--- src/rtl/ahb_pkg.sv ---
// rtl/ahb_pkg.sv - shared AHB-Lite transfer, response and read-slave state types
package ahb_pkg;

  typedef enum logic [1:0] {
    HTRANS_IDLE   = 2'd0,
    HTRANS_BUSY   = 2'd1,
    HTRANS_NONSEQ = 2'd2,
    HTRANS_SEQ    = 2'd3
  } htrans_t;

  localparam logic HRESP_OKAY  = 1'b0;
  localparam logic HRESP_ERROR = 1'b1;

  typedef enum logic [2:0] {
    ST_IDLE,
    ST_WAIT,
    ST_DONE,
    ST_ERR1,
    ST_ERR2
  } ahb_rd_state_t;

endpackage

--- src/rtl/ahb_rd_decode.sv ---
// rtl/ahb_rd_decode.sv - register index extraction and error check for one address phase
module ahb_rd_decode #(
  parameter int DATA_W   = 32,
  parameter int NUM_REGS = 8,
  parameter int ADDR_W   = 8
) (
  input  logic [ADDR_W-1:0]                    haddr_i,
  input  logic [2:0]                           hsize_i,
  input  logic                                 hwrite_i,
  output logic [ADDR_W-$clog2(DATA_W/8)-1:0]   idx_o,
  output logic                                 err_o
);

  localparam int BL = $clog2(DATA_W/8);

  logic misalign;

  always_comb begin
    idx_o    = haddr_i[ADDR_W-1:BL];
    misalign = 1'b0;
    // Any set address bit below the transfer size breaks natural alignment.
    for (int i = 0; i < ADDR_W; i++) begin
      if (i < int'(hsize_i) && haddr_i[i]) begin
        misalign = 1'b1;
      end
    end
    err_o = hwrite_i
         || (32'(idx_o) >= NUM_REGS)
         || (hsize_i > 3'(BL))
         || misalign;
  end

endmodule

--- src/rtl/ahb_read_regs.sv ---
// rtl/ahb_read_regs.sv - AHB-Lite read-only register bank slave with wait states,
// two-cycle ERROR response and per-register read strobes.
module ahb_read_regs
  import ahb_pkg::*;
#(
  parameter int DATA_W      = 32,
  parameter int NUM_REGS    = 8,
  parameter int ADDR_W      = 8,
  parameter int WAIT_STATES = 0
) (
  input  logic                         hclk,
  input  logic                         hreset_n,
  input  logic                         hsel_x,
  input  logic [1:0]                   htrans,
  input  logic [ADDR_W-1:0]            haddr,
  input  logic [2:0]                   hsize,
  input  logic                         hwrite,
  input  logic                         hready,
  input  logic [NUM_REGS*DATA_W-1:0]   reg_data,
  output logic [DATA_W-1:0]            hrdata,
  output logic                         hready_out,
  output logic                         hresp,
  output logic [NUM_REGS-1:0]          rd_strobe
);

  localparam int BL    = $clog2(DATA_W/8);
  localparam int IDX_W = ADDR_W - BL;

  logic [IDX_W-1:0]    dec_idx;
  logic                dec_err;
  htrans_t             trans;
  logic                accept;

  ahb_rd_state_t       state_q;
  logic [3:0]          cnt_q;
  logic [IDX_W-1:0]    idx_q;
  logic [DATA_W-1:0]   hrdata_q;
  logic                hready_q;
  logic                hresp_q;
  logic [NUM_REGS-1:0] rd_strobe_q;

  logic [IDX_W-1:0]    rd_idx_d;
  logic [DATA_W-1:0]   hrdata_d;
  logic [NUM_REGS-1:0] rd_strobe_d;

  ahb_rd_decode #(
    .DATA_W   (DATA_W),
    .NUM_REGS (NUM_REGS),
    .ADDR_W   (ADDR_W)
  ) u_decode (
    .haddr_i  (haddr),
    .hsize_i  (hsize),
    .hwrite_i (hwrite),
    .idx_o    (dec_idx),
    .err_o    (dec_err)
  );

  assign trans  = htrans_t'(htrans);
  assign accept = hsel_x && hready && (trans == HTRANS_NONSEQ || trans == HTRANS_SEQ);

  // A waited read keeps its captured index; a zero-wait read uses the live address phase.
  assign rd_idx_d = (state_q == ST_WAIT) ? idx_q : dec_idx;

  always_comb begin
    hrdata_d    = '0;
    rd_strobe_d = '0;
    for (int i = 0; i < NUM_REGS; i++) begin
      if (rd_idx_d == IDX_W'(i)) begin
        hrdata_d       = reg_data[i*DATA_W +: DATA_W];
        rd_strobe_d[i] = 1'b1;
      end
    end
  end

  always_ff @(posedge hclk) begin
    if (!hreset_n) begin
      state_q     <= ST_IDLE;
      cnt_q       <= '0;
      idx_q       <= '0;
      hrdata_q    <= '0;
      hready_q    <= 1'b1;
      hresp_q     <= HRESP_OKAY;
      rd_strobe_q <= '0;
    end else begin
      rd_strobe_q <= '0;
      case (state_q)
        ST_WAIT: begin
          if (cnt_q == 4'd1) begin
            state_q     <= ST_DONE;
            hrdata_q    <= hrdata_d;
            rd_strobe_q <= rd_strobe_d;
            hready_q    <= 1'b1;
          end else begin
            cnt_q <= cnt_q - 4'd1;
          end
        end
        ST_ERR1: begin
          state_q  <= ST_ERR2;
          hready_q <= 1'b1;
          hresp_q  <= HRESP_ERROR;
        end
        default: begin
          // IDLE, DONE and ERR2 all complete the bus cycle, so a new phase may start here.
          if (accept && dec_err) begin
            state_q  <= ST_ERR1;
            hready_q <= 1'b0;
            hresp_q  <= HRESP_ERROR;
          end else if (accept && WAIT_STATES > 0) begin
            state_q  <= ST_WAIT;
            cnt_q    <= 4'(WAIT_STATES);
            idx_q    <= dec_idx;
            hready_q <= 1'b0;
            hresp_q  <= HRESP_OKAY;
          end else if (accept) begin
            state_q     <= ST_DONE;
            hrdata_q    <= hrdata_d;
            rd_strobe_q <= rd_strobe_d;
            hready_q    <= 1'b1;
            hresp_q     <= HRESP_OKAY;
          end else begin
            state_q  <= ST_IDLE;
            hready_q <= 1'b1;
            hresp_q  <= HRESP_OKAY;
          end
        end
      endcase
    end
  end

  assign hrdata     = hrdata_q;
  assign hready_out = hready_q;
  assign hresp      = hresp_q;
  assign rd_strobe  = rd_strobe_q;

endmodule

--- config.mk ---
export PLATFORM = sky130hd
export DESIGN_NAME = ahb_read_regs
export DESIGN_NICKNAME = d
export VERILOG_FILES = /design/src/rtl/ahb_pkg.sv /design/src/rtl/ahb_rd_decode.sv /design/src/rtl/ahb_read_regs.sv
export SDC_FILE = /design/constraint.sdc
export NUM_CORES = 1
export LEC_CHECK = 0
export BUFFER_PORTS_ARGS = -buffer_cell sky130_fd_sc_hd__clkbuf_2
export CAP_MARGIN = 20
export CORE_AREA = 2 2 124 126
export CTS_CLUSTER_SIZE = 20
export DETAILED_ROUTE_END_ITERATION = 16
export DIE_AREA = 0 0 126 128
export PLACE_DENSITY = 0.56
export SYNTH_ARGS = -nofsm -noshare
export SYNTH_HDL_FRONTEND = slang
export SYNTH_HIERARCHICAL = 1
export SYNTH_SLANG_ARGS = --single-unit
--- constraint.sdc ---
create_clock -name hclk -period 2.56 [get_ports hclk]
set_input_delay 0 -clock hclk [delete_from_list [all_inputs] [get_ports hclk]]
set_output_delay 0 -clock hclk [all_outputs]
set_load 0.02 [all_outputs]
Word level (Yosys, flattened, before mapping)
Index checks and enable logic that the tools add are counted.

Reductions and logical operators: 18. Bitwise logic cells: 2. Add/sub/neg operators: 1. Equality and inequality tests: 14. Mux-type cells: 41. Magnitude comparators: 9.

Operator list (count): two-way mux 32 bit (11); case mux 32 bit (2 select lines) (1); equality test 6 x 3 -> 1 bit, second input constant (4); two-way mux 8 bit (3); two-way mux 1 bit (18); case mux 8 bit (2 select lines) (1); equality test 6 x 2 -> 1 bit, second input constant (2); logical AND 1 bit (10); less-than comparator 3 bit, first input constant (3); equality test 6 x 1 -> 1 bit, second input constant (1); >= comparator 6 x 4 -> 1 bit, second input constant (1); zero test 6 bit (1); less-than comparator 1 x 3 -> 1 bit, first input constant (2); less-than comparator 2 x 3 -> 1 bit, first input constant (2); two-way mux 6 bit (1); case mux 3 bit (2 select lines) (1); equality test 2 bit, second input constant (2); equality test 4 x 1 -> 1 bit, second input constant (1); logical OR 1 bit (4); two-way mux 2 bit (2); case mux 1 bit (2 select lines) (2); AND reduction 4 bit (1); subtractor 4 x 1 -> 4 bit, second input constant (1); equality test 3 x 1 -> 1 bit, second input constant (1); other kinds (8) (9).

Word-level logic and storage cells: 91. Output and inout port bits: 42. Input port bits: 274. Register bits after elaboration: 49.

Depth between registers and ports, before layout
Gate-level depths: netlist of the first run.

Depth in word-level cells: 14. Mapped depth: 9. Gate-level depth less buffers: 7.

Hierarchy
Netlist of the first run, hierarchy kept.

By module, submodules not included: ahb_read_regs (seq. area each 980.9 µm², times used 1, area each 3885.0 µm², cells an instance 503); ahb_rd_decode (seq. area each 0.0 µm², times used 1, area each 78.8 µm², cells an instance 11).

Least setup slack after synthesis of the first run
OpenSTA, ideal clock, no wires.

Kind: register -> register. Start: reg cnt_q[0]. End: reg hrdata_q[5] (netlist: hrdata[5]). Cell stages (with the launch flop): 8. Setup slack: 0.754 ns. Period minus slack after synthesis: 1.806 ns. Arrival: 1.737 ns. Cell sequence: dfxtp_1 -> ha_1 -> nor3b_2 -> a32oi_1 -> nor2_1 -> clkbuf_1 -> o211ai_1 -> o21ai_1.

Longest elaborated chain between the ends: 3.

RTL lines: start: declaration (line ahb_read_regs.sv:35) `logic [3:0] cnt_q;`; start signal: assignment (line ahb_read_regs.sv:94) `cnt_q <= cnt_q - 4'd1;`; start signal: assignment (line ahb_read_regs.sv:110) `cnt_q <= 4'(WAIT_STATES);`; equality test 4 x 1 -> 1 bit (line ahb_read_regs.sv:88) `if (cnt_q == 4'd1) begin`; != test 2 x 1 -> 1 bit (no source line); AND reduction 4 bit (no source line); end signal: assignment (line ahb_read_regs.sv:90) `hrdata_q <= hrdata_d;`; end signal: assignment (line ahb_read_regs.sv:116) `hrdata_q <= hrdata_d;`; end: declaration (line ahb_read_regs.sv:37) `logic [DATA_W-1:0] hrdata_q;`.

Every way passes these cells. A chain may end at the register's enable or synchronous reset.

Worst setup path in the final report of the first run
Start: reg state_q[0]. End: reg hrdata_q[28] (netlist: hrdata[28]).

Longest elaborated chain between the ends: 14.

RTL lines: start: declaration (line ahb_read_regs.sv:34) `ahb_rd_state_t state_q;`; start signal: assignment (line ahb_read_regs.sv:77) `state_q <= ST_IDLE;`; start signal: assignment (line ahb_read_regs.sv:89) `state_q <= ST_DONE;`; start signal: assignment (line ahb_read_regs.sv:98) `state_q <= ST_ERR2;`; equality test 3 x 1 -> 1 bit (line ahb_read_regs.sv:62, ahb_read_regs.sv:86); two-way mux 6 bit (line ahb_read_regs.sv:62) `assign rd_idx_d = (state_q == ST_WAIT) ? idx_q : dec_idx;`; zero test 6 bit (line ahb_read_regs.sv:68) `if (rd_idx_d == IDX_W'(i)) begin`; two-way mux 32 bit (8 in series) (line ahb_read_regs.sv:68); two-way mux 32 bit (line ahb_read_regs.sv:114) `end else if (accept) begin`; two-way mux 32 bit (line ahb_read_regs.sv:104) `if (accept && dec_err) begin`; case mux 32 bit (2 select lines) (line ahb_read_regs.sv:86) `case (state_q)`.

Parallel ways exist; a longest one is shown, timed or not. The select of a mux whose other input is x is not followed.

==> summary.txt, run 1 <==
Outcome
  – Status: finished, final reports clean

STA
  – Fmax: 0.4119 GHz
  – Slew @ Worst Pin: 873.6 ps
  – Max_slew headroom: 0.4176
  – Setup violations, final: 0
  – Min Tclk post-route: 2428 ps
  – Slew Viols, Final: 0
  – WHS: 4.594 ps
  – Final worst path period share: 0.9483
  – Final hold viol count: 0
  – Layout Skew: 11.29 ps

Routing
  – Final wirelength: 20270 um
  – DRC: 0
  – Routed length per instance: 19.49 um
  – Vias/cell: 5.401
  – Initial DRT Pass Iterations: 5
  – DR iter-0 viols: 332
  – Antenna viol nets, final: 0
  – Via count: 5617

Pwr
  – PD cells: 343.9 nW/um^2
  – Pleak: 2.873 nW
  – VDD IR max: 234.9 uV

Yosys
  – Most frequent cell after synthesis: nand2_1
  – Post-synthesis sequential area ratio: 0.2475
  – Synth top area share: 0.2475
  – Synth async-reset ratio: 0
  – Synth Register Bits: 49
  – Post-synth EDFFs: 0
  – Synth top area cells: dfxtp_1 25%, a22oi_1 7.0%, nand2_1 6.9%
  – Synth cell types: 53
  – Cell count after synthesis: 514
  – Ys flop type: dfxtp_1
  – Post-Syn Nets: 790
  – Avg Inst Size Synth: 7.712 um^2
  – Mapped Area: 3964 um^2
  – Post-synth top area cell: dfxtp_1
  – Synth cell count leaders: 73 x nand2_1, 49 x dfxtp_1, 37 x a22oi_1, 37 x o22ai_1, 30 x clkbuf_1
  – Yosys warnings: 6

Floorplan
  – Core Area: 14860 um^2
  – Die Wd: 126 um
  – Die area: 16130 um^2
  – Io pins: 316
  – Starting Density: 0.2667
  – # rows: 45
  – Die Y: 128 um

Clock network
  – Num CTS Buffers: 5
  – Root Buffer: clkbuf_16
  – H-tree levels: 2
  – CTS max path bufs: 2
  – TritonCTS clock tree: done
  – Clock sinks: 49
  – Clk slew on worst S/H paths: 80 ps
  – Clock latency on the worst-skew pair: 310 ps

Worst hold path
  – Hold crit path type: in2reg

Layout
  – Synth-to-layout area growth: 59.25%
  – Ratio of cells with drive above 1 in the final layout: 0.4507
  – Core Util, Final: 0.4247
  – N_diodes: 0
  – # fillers: 1623
  – Final nets: 1127

Placed design
  – Post-DP HPWL: 15420 um
  – Port Buffers: 314
  – Routability Congestion: 0.8453

Global routing
  – Gr usage total: 0.2396
  – Antenna violations before repair: 0
  – Gr ovfl total: 0
  – Largest net degree at the start of global routing: 22
  – First-pass GRT wire length: 30040 um
  – Vias in the first global route: 5605

Setup path
  – CP arrival: 2640 ps
  – Critical Path Sink Type: flop
  – Startpoint Class: flop
  – CP required: 2770 ps
  – Setup CP Type: reg2reg
  – Worst-path fanout max: 9

Flow run
  – Max-cap violation count: 0
## repair_timing
item	in CTS	in global routing
hold endpoints to repair	20	0
hold buffers	39	0
gates resized for setup	0	1
setup buffers	0	4
setup endpoints to repair	0	5
## cells by family after synthesis
logic type	share of synthesized area
AO/OA/AOI/OAI	0.4284
XOR/XNOR	0.004420
adder cells (fa/ha/maj)	0.006312
buffers and inverters	0.07576
flip-flops	0.2475
multiplexers	0.05619
AND/OR/NAND/NOR	0.1815
## state kept, by name, summed over array words and instances (netlist names)
| signal | count |
|---|---|
| hresp | 1 |
| state_q | 3 |
| hrdata | 32 |
| cnt_q | 4 |
| hready_out | 1 |
| rd_strobe | 8 |
## per-stage QoR
stage	cell area, um^2	instances	TNS [ps]	setup slack, ps	total power, W
4_1_cts	6267	1036	0	91.64	0.002191
5_1_grt	6312	1040	-1.386	-1.386	0.002278
3_3_place_gp	5731	989	0	244.2	0.001417
2_1_floorplan	3964	514	0	753.7	0.001098
3_5_place_dp	5731	989	0	195.8	0.001418
6_report	6312	1040	0	132.4	0.002171
## layout by cell type, fill, tap and decap left out, drive strengths merged, types with 5 or more instances in the layout
cell         count
a21o            19
o211ai          24
o21ai           44
a221oi          23
nor2b            5
nor2            11
clkbuf         319
nand4            5
buf             33
o22ai           37
nor3            12
dfxtp           49
a22o             9
a31oi           10
inv              7
dlygate4sd3     39
mux4             7
a22oi           37
and3            10
nand2b          10
nand2           73
a21oi           23
and2             5
## area by class of cell
class	count	area, um^2	share of cell area
clock inverter	3	21.27	0.003370
timing repair buffer	386	2222	0.3520
inverter	7	26.28	0.004163
sequential	49	980.9	0.1554
tap	188	235.2	0.03726
clock buffer	5	125.1	0.01982
multi-input combinational	402	2701	0.4279
## power by group
| part | leakage [nW] | internal [W] | switching [W] |
|---|---|---|---|
| Combinational | 2.41 | 0.000352 | 0.000326 |
| Clock | 0.0702 | 0.000366 | 0.000349 |
| Sequential | 0.395 | 0.000771 | 0.00000761 |
## path summary, 6_finish.rpt
path | startpoint | end | slack, ps | cells past startpoint
hold reg to reg | hready_out | hready_out | 450 | 2
setup reg to reg | state_q[0] | hrdata[28] | 130 | 7
setup / recovery | state_q[0] | hrdata[28] | 130 | 7
hold / removal | reg_data[102] | hrdata[6] | 5 | 3
## routing by layer
layer	wire length (um)	vias up	GRT usage
li1	-	2681	-
met1	8195	2582	0.2866
met2	9892	318	0.4194
met3	1609	36	0.05384
met4	573	0	0.09050
met5	0	-	0
## worst max-delay path: stages, from the launching register on
cell and delay [ps]:
dfxtp_1 360, nor3b_1 570, buf_4 240, nor3_2 110, o2bb2ai_1 150, a221oi_1 220, dlygate4sd3_1 600, o21ai_1 70
Note: power is estimated with default switching activity, not from simulation.
==> inputs of run 2 (changes only) <==
Settings changed: GPL_TIMING_DRIVEN set to 0, HOLD_SLACK_MARGIN set to 0.12.
==> run 2 against run 1 <==
Routed wire length up 8.4%. Combinational power grew 11%. Register-to-register slack improved by 30 ps. Sequential power hardly changed. Clock skew is 3.0 ps lower. First-iteration DRC count rose by 0.30%. Core utilization grew 3.9 points. Clock power rose by 18%. Maximum frequency increased by 1.2%. Largest cell class is now buffers.
==> summary.txt, run 2 (synthesized netlist as in run 1, its figures left out) <==
Pwr
  – VDD IR max: 260.3 uV (+11%)
  – Flop pwr share: 0.328 (-0.030)
  – Tot Pwr: 0.002375 W (+9.4%)
  – Pint: 0.001642 W (+10%)
  – Clock network power share: 0.356 (+0.027)
  – Sw Pwr: 0.0007335 W (+7.5%)
  – Pleak: 3.089 nW (+7.5%)
  – PD cells: 344.3 nW/um^2 (+0.11%)
  – Comb power frac: 0.316 (+0.004)
  – Net Sw Frac: 0.3088 (-0.005643)

Clock network
  – CTS max path bufs: 2 (unchanged)
  – Clock sinks: 49 (unchanged)
  – Num CTS Buffers: 5 (unchanged)
  – TritonCTS clock tree: done
  – Post-CTS Setup Bufs: 0 (unchanged)
  – Clk slew on worst S/H paths: 80 ps (about the same)
  – H-tree levels: 2 (unchanged)
  – Clock latency on the worst-skew pair: 310 ps (about the same)
  – Root Buffer: clkbuf_16

Global routing
  – First-pass GRT wire length: 32340 um (+7.6%)
  – Antenna violations before repair: 0 (unchanged)
  – Vias in the first global route: 5920 (+5.6%)
  – Largest net degree at the start of global routing: 18 (-18%)
  – Gr usage total: 0.2605 (+0.02096)
  – Gr ovfl total: 0 (unchanged)

Routing
  – DR iter-0 viols: 333 (+0.30%)
  – Antenna viol nets, final: 0 (unchanged)
  – Vias/cell: 5.341 (-1.1%)
  – Initial DRT Pass Iterations: 7 (+2)
  – Final wirelength: 21980 um (+8.4%)
  – Via count: 5960 (+6.1%)
  – Routed length per instance: 19.69 um (+1.0%)
  – DRC: 0 (unchanged)

Floorplan
  – Die Wd: 126 um (unchanged)
  – Die area: 16130 um^2 (unchanged)
  – # rows: 45 (unchanged)
  – Core Area: 14860 um^2 (unchanged)
  – Io pins: 316 (unchanged)
  – Die Y: 128 um (unchanged)
  – Starting Density: 0.2667 (unchanged)

STA
  – WHS: 125.2 ps (+120.6 ps)
  – Layout Skew: 8.321 ps (-2.972 ps)
  – Slew @ Worst Pin: 801.1 ps (-72.53 ps)
  – RSZ-0062 raised after global routing: no
  – Max_slew headroom: 0.4630 (+0.04544)
  – Slew Viols, Final: 0 (unchanged)
  – Final WS setup: 162.4 ps (+29.96 ps)
  – Final worst path period share: 0.9366 (-0.01170)
  – Setup violations, final: 0 (unchanged)
  – Fmax: 0.4171 GHz (+1.2%)
  – Final hold viol count: 0 (unchanged)
  – Min Tclk post-route: 2398 ps (-29.96 ps)

Layout
  – Most frequent cells in the layout: 314 x clkbuf_2, 95 x dlygate4sd3_1, 73 x nand2_1
  – Commonest non-fill, non-tap cell in the layout: clkbuf_2
  – Max FFs per register: 32 (unchanged)
  – Core Util, Final: 0.4641 (+0.03948)
  – N_diodes: 0 (unchanged)
  – Ratio of cells with drive above 1 in the final layout: 0.3955 (-0.05523)
  – Synth-to-layout area growth: 74.05%
  – Final nets: 1203 (+6.7%)
  – Post-route design area: 6899 um^2 (+9.3%)

Worst hold path
  – Hold crit path type: in2reg

Placed design
  – Post-Place Setup Slack: -270.9 ps (-466.7 ps)
  – Routability Congestion: 0.8526 (+0.86%)
  – DP Area: 5756 um^2 (+0.44%)
  – Port Buffers: 311 (-0.96%)
  – Post-DP HPWL: 16480 um (+6.8%)

Setup path
  – Most repeated library cell on the critical path: buf_2
  – Setup CP Type: reg2reg
  – CP required: 2760 ps (about the same)
  – CP max stage cell: dlygate4sd3_1
  – CP cell instances: or3b_1 -> buf_2 -> and2_1 -> buf_2 -> nand3_2 -> o211ai_1 -> dlygate4sd3_1 -> o21ai_1
  – Startpoint Class: flop
  – Worst-path fanout max: 10 (+1)
  – CP arrival: 2600 ps (-40 ps)
  – Critical Path Sink Type: flop
  – Max incr delay on CP: 570 ps (-30 ps)

Flow run
  – Max-cap violation count: 0 (unchanged)

Outcome
  – Status: finished, final reports clean
run 2: cell count changes in the layout (fill, tap and decap cells not counted), moves of 2 or more:
cell           before  now
buf_6               0    4
buf_2               0    9
buf_1               0    6
buf_4              32    6
clkbuf_1            0   28
dlygate4sd3_1      39   95
nor2b_2             2    0
nor2b_1             3    5
run 2: timing repair:
item	in CTS	in global routing
setup endpoints to repair	28	11
endpoints found under the hold margin	38	0
hold buffers	95	0
resized for setup	3	5
run 2: stage by stage:
step | setup TNS [ps] | cells
after detailed placement | -1884 | 1013
after floorplan | 0 | 514
after CTS | 0 | 1116
after global placement | -1234 | 1013
after global routing | 0 | 1116
final | 0 | 1116
run 2: path summary, 6_finish.rpt:
| path | from | end | slack [ps] | cells past startpoint |
|---|---|---|---|---|
| worst max register to register | state_q[1] | hrdata[1] | 160 | 8 |
| worst max-delay path | state_q[1] | hrdata[1] | 160 | 8 |
| worst min-delay path | reg_data[162] | hrdata[2] | 130 | 5 |
| worst min register to register | hready_out | hready_out | 450 | 2 |
run 2: worst max-delay path: cells and delay by family (launching register included):
family	cells	cell delay [ps]
buffers and inverters	3	980
AO/OA/AOI/OAI	2	330
flip-flops	1	390
AND/OR/NAND/NOR	3	570
run 2: cell type report:
cell class / instances / area (um^2)
plain buffers: 56 / 277.8
clock inverters: 3 / 47.55
inverters: 7 / 26.28
repair buffers: 406 / 2507
clock buffers: 5 / 125.1
fillers: 1525 / 7965
multi-input cells: 402 / 2699
flip-flops and latches: 49 / 980.9
well taps: 188 / 235.2
run 2: layer usage:
| layer | wire [um] | global-route usage | vias to the layer above |
|---|---|---|---|
| li1 | - | - | 2830 |
| met1 | 8918 | 0.3144 | 2758 |
| met2 | 10780 | 0.4598 | 327 |
| met3 | 1681 | 0.05467 | 45 |
| met4 | 600 | 0.08985 | 0 |
| met5 | 0 | 0 | - |
run 2: power groups by stage:
stage	clock [W]	combinational, W	sequential [W]
final	0.000845	0.000751	0.000778
after global routing	0.000885	0.000814	0.000780
after CTS	0.000862	0.000746	0.000778
after detailed placement	0	0.000628	0.000796
after global placement	0	0.000627	0.000796
after floorplan	0	0.000300	0.000798
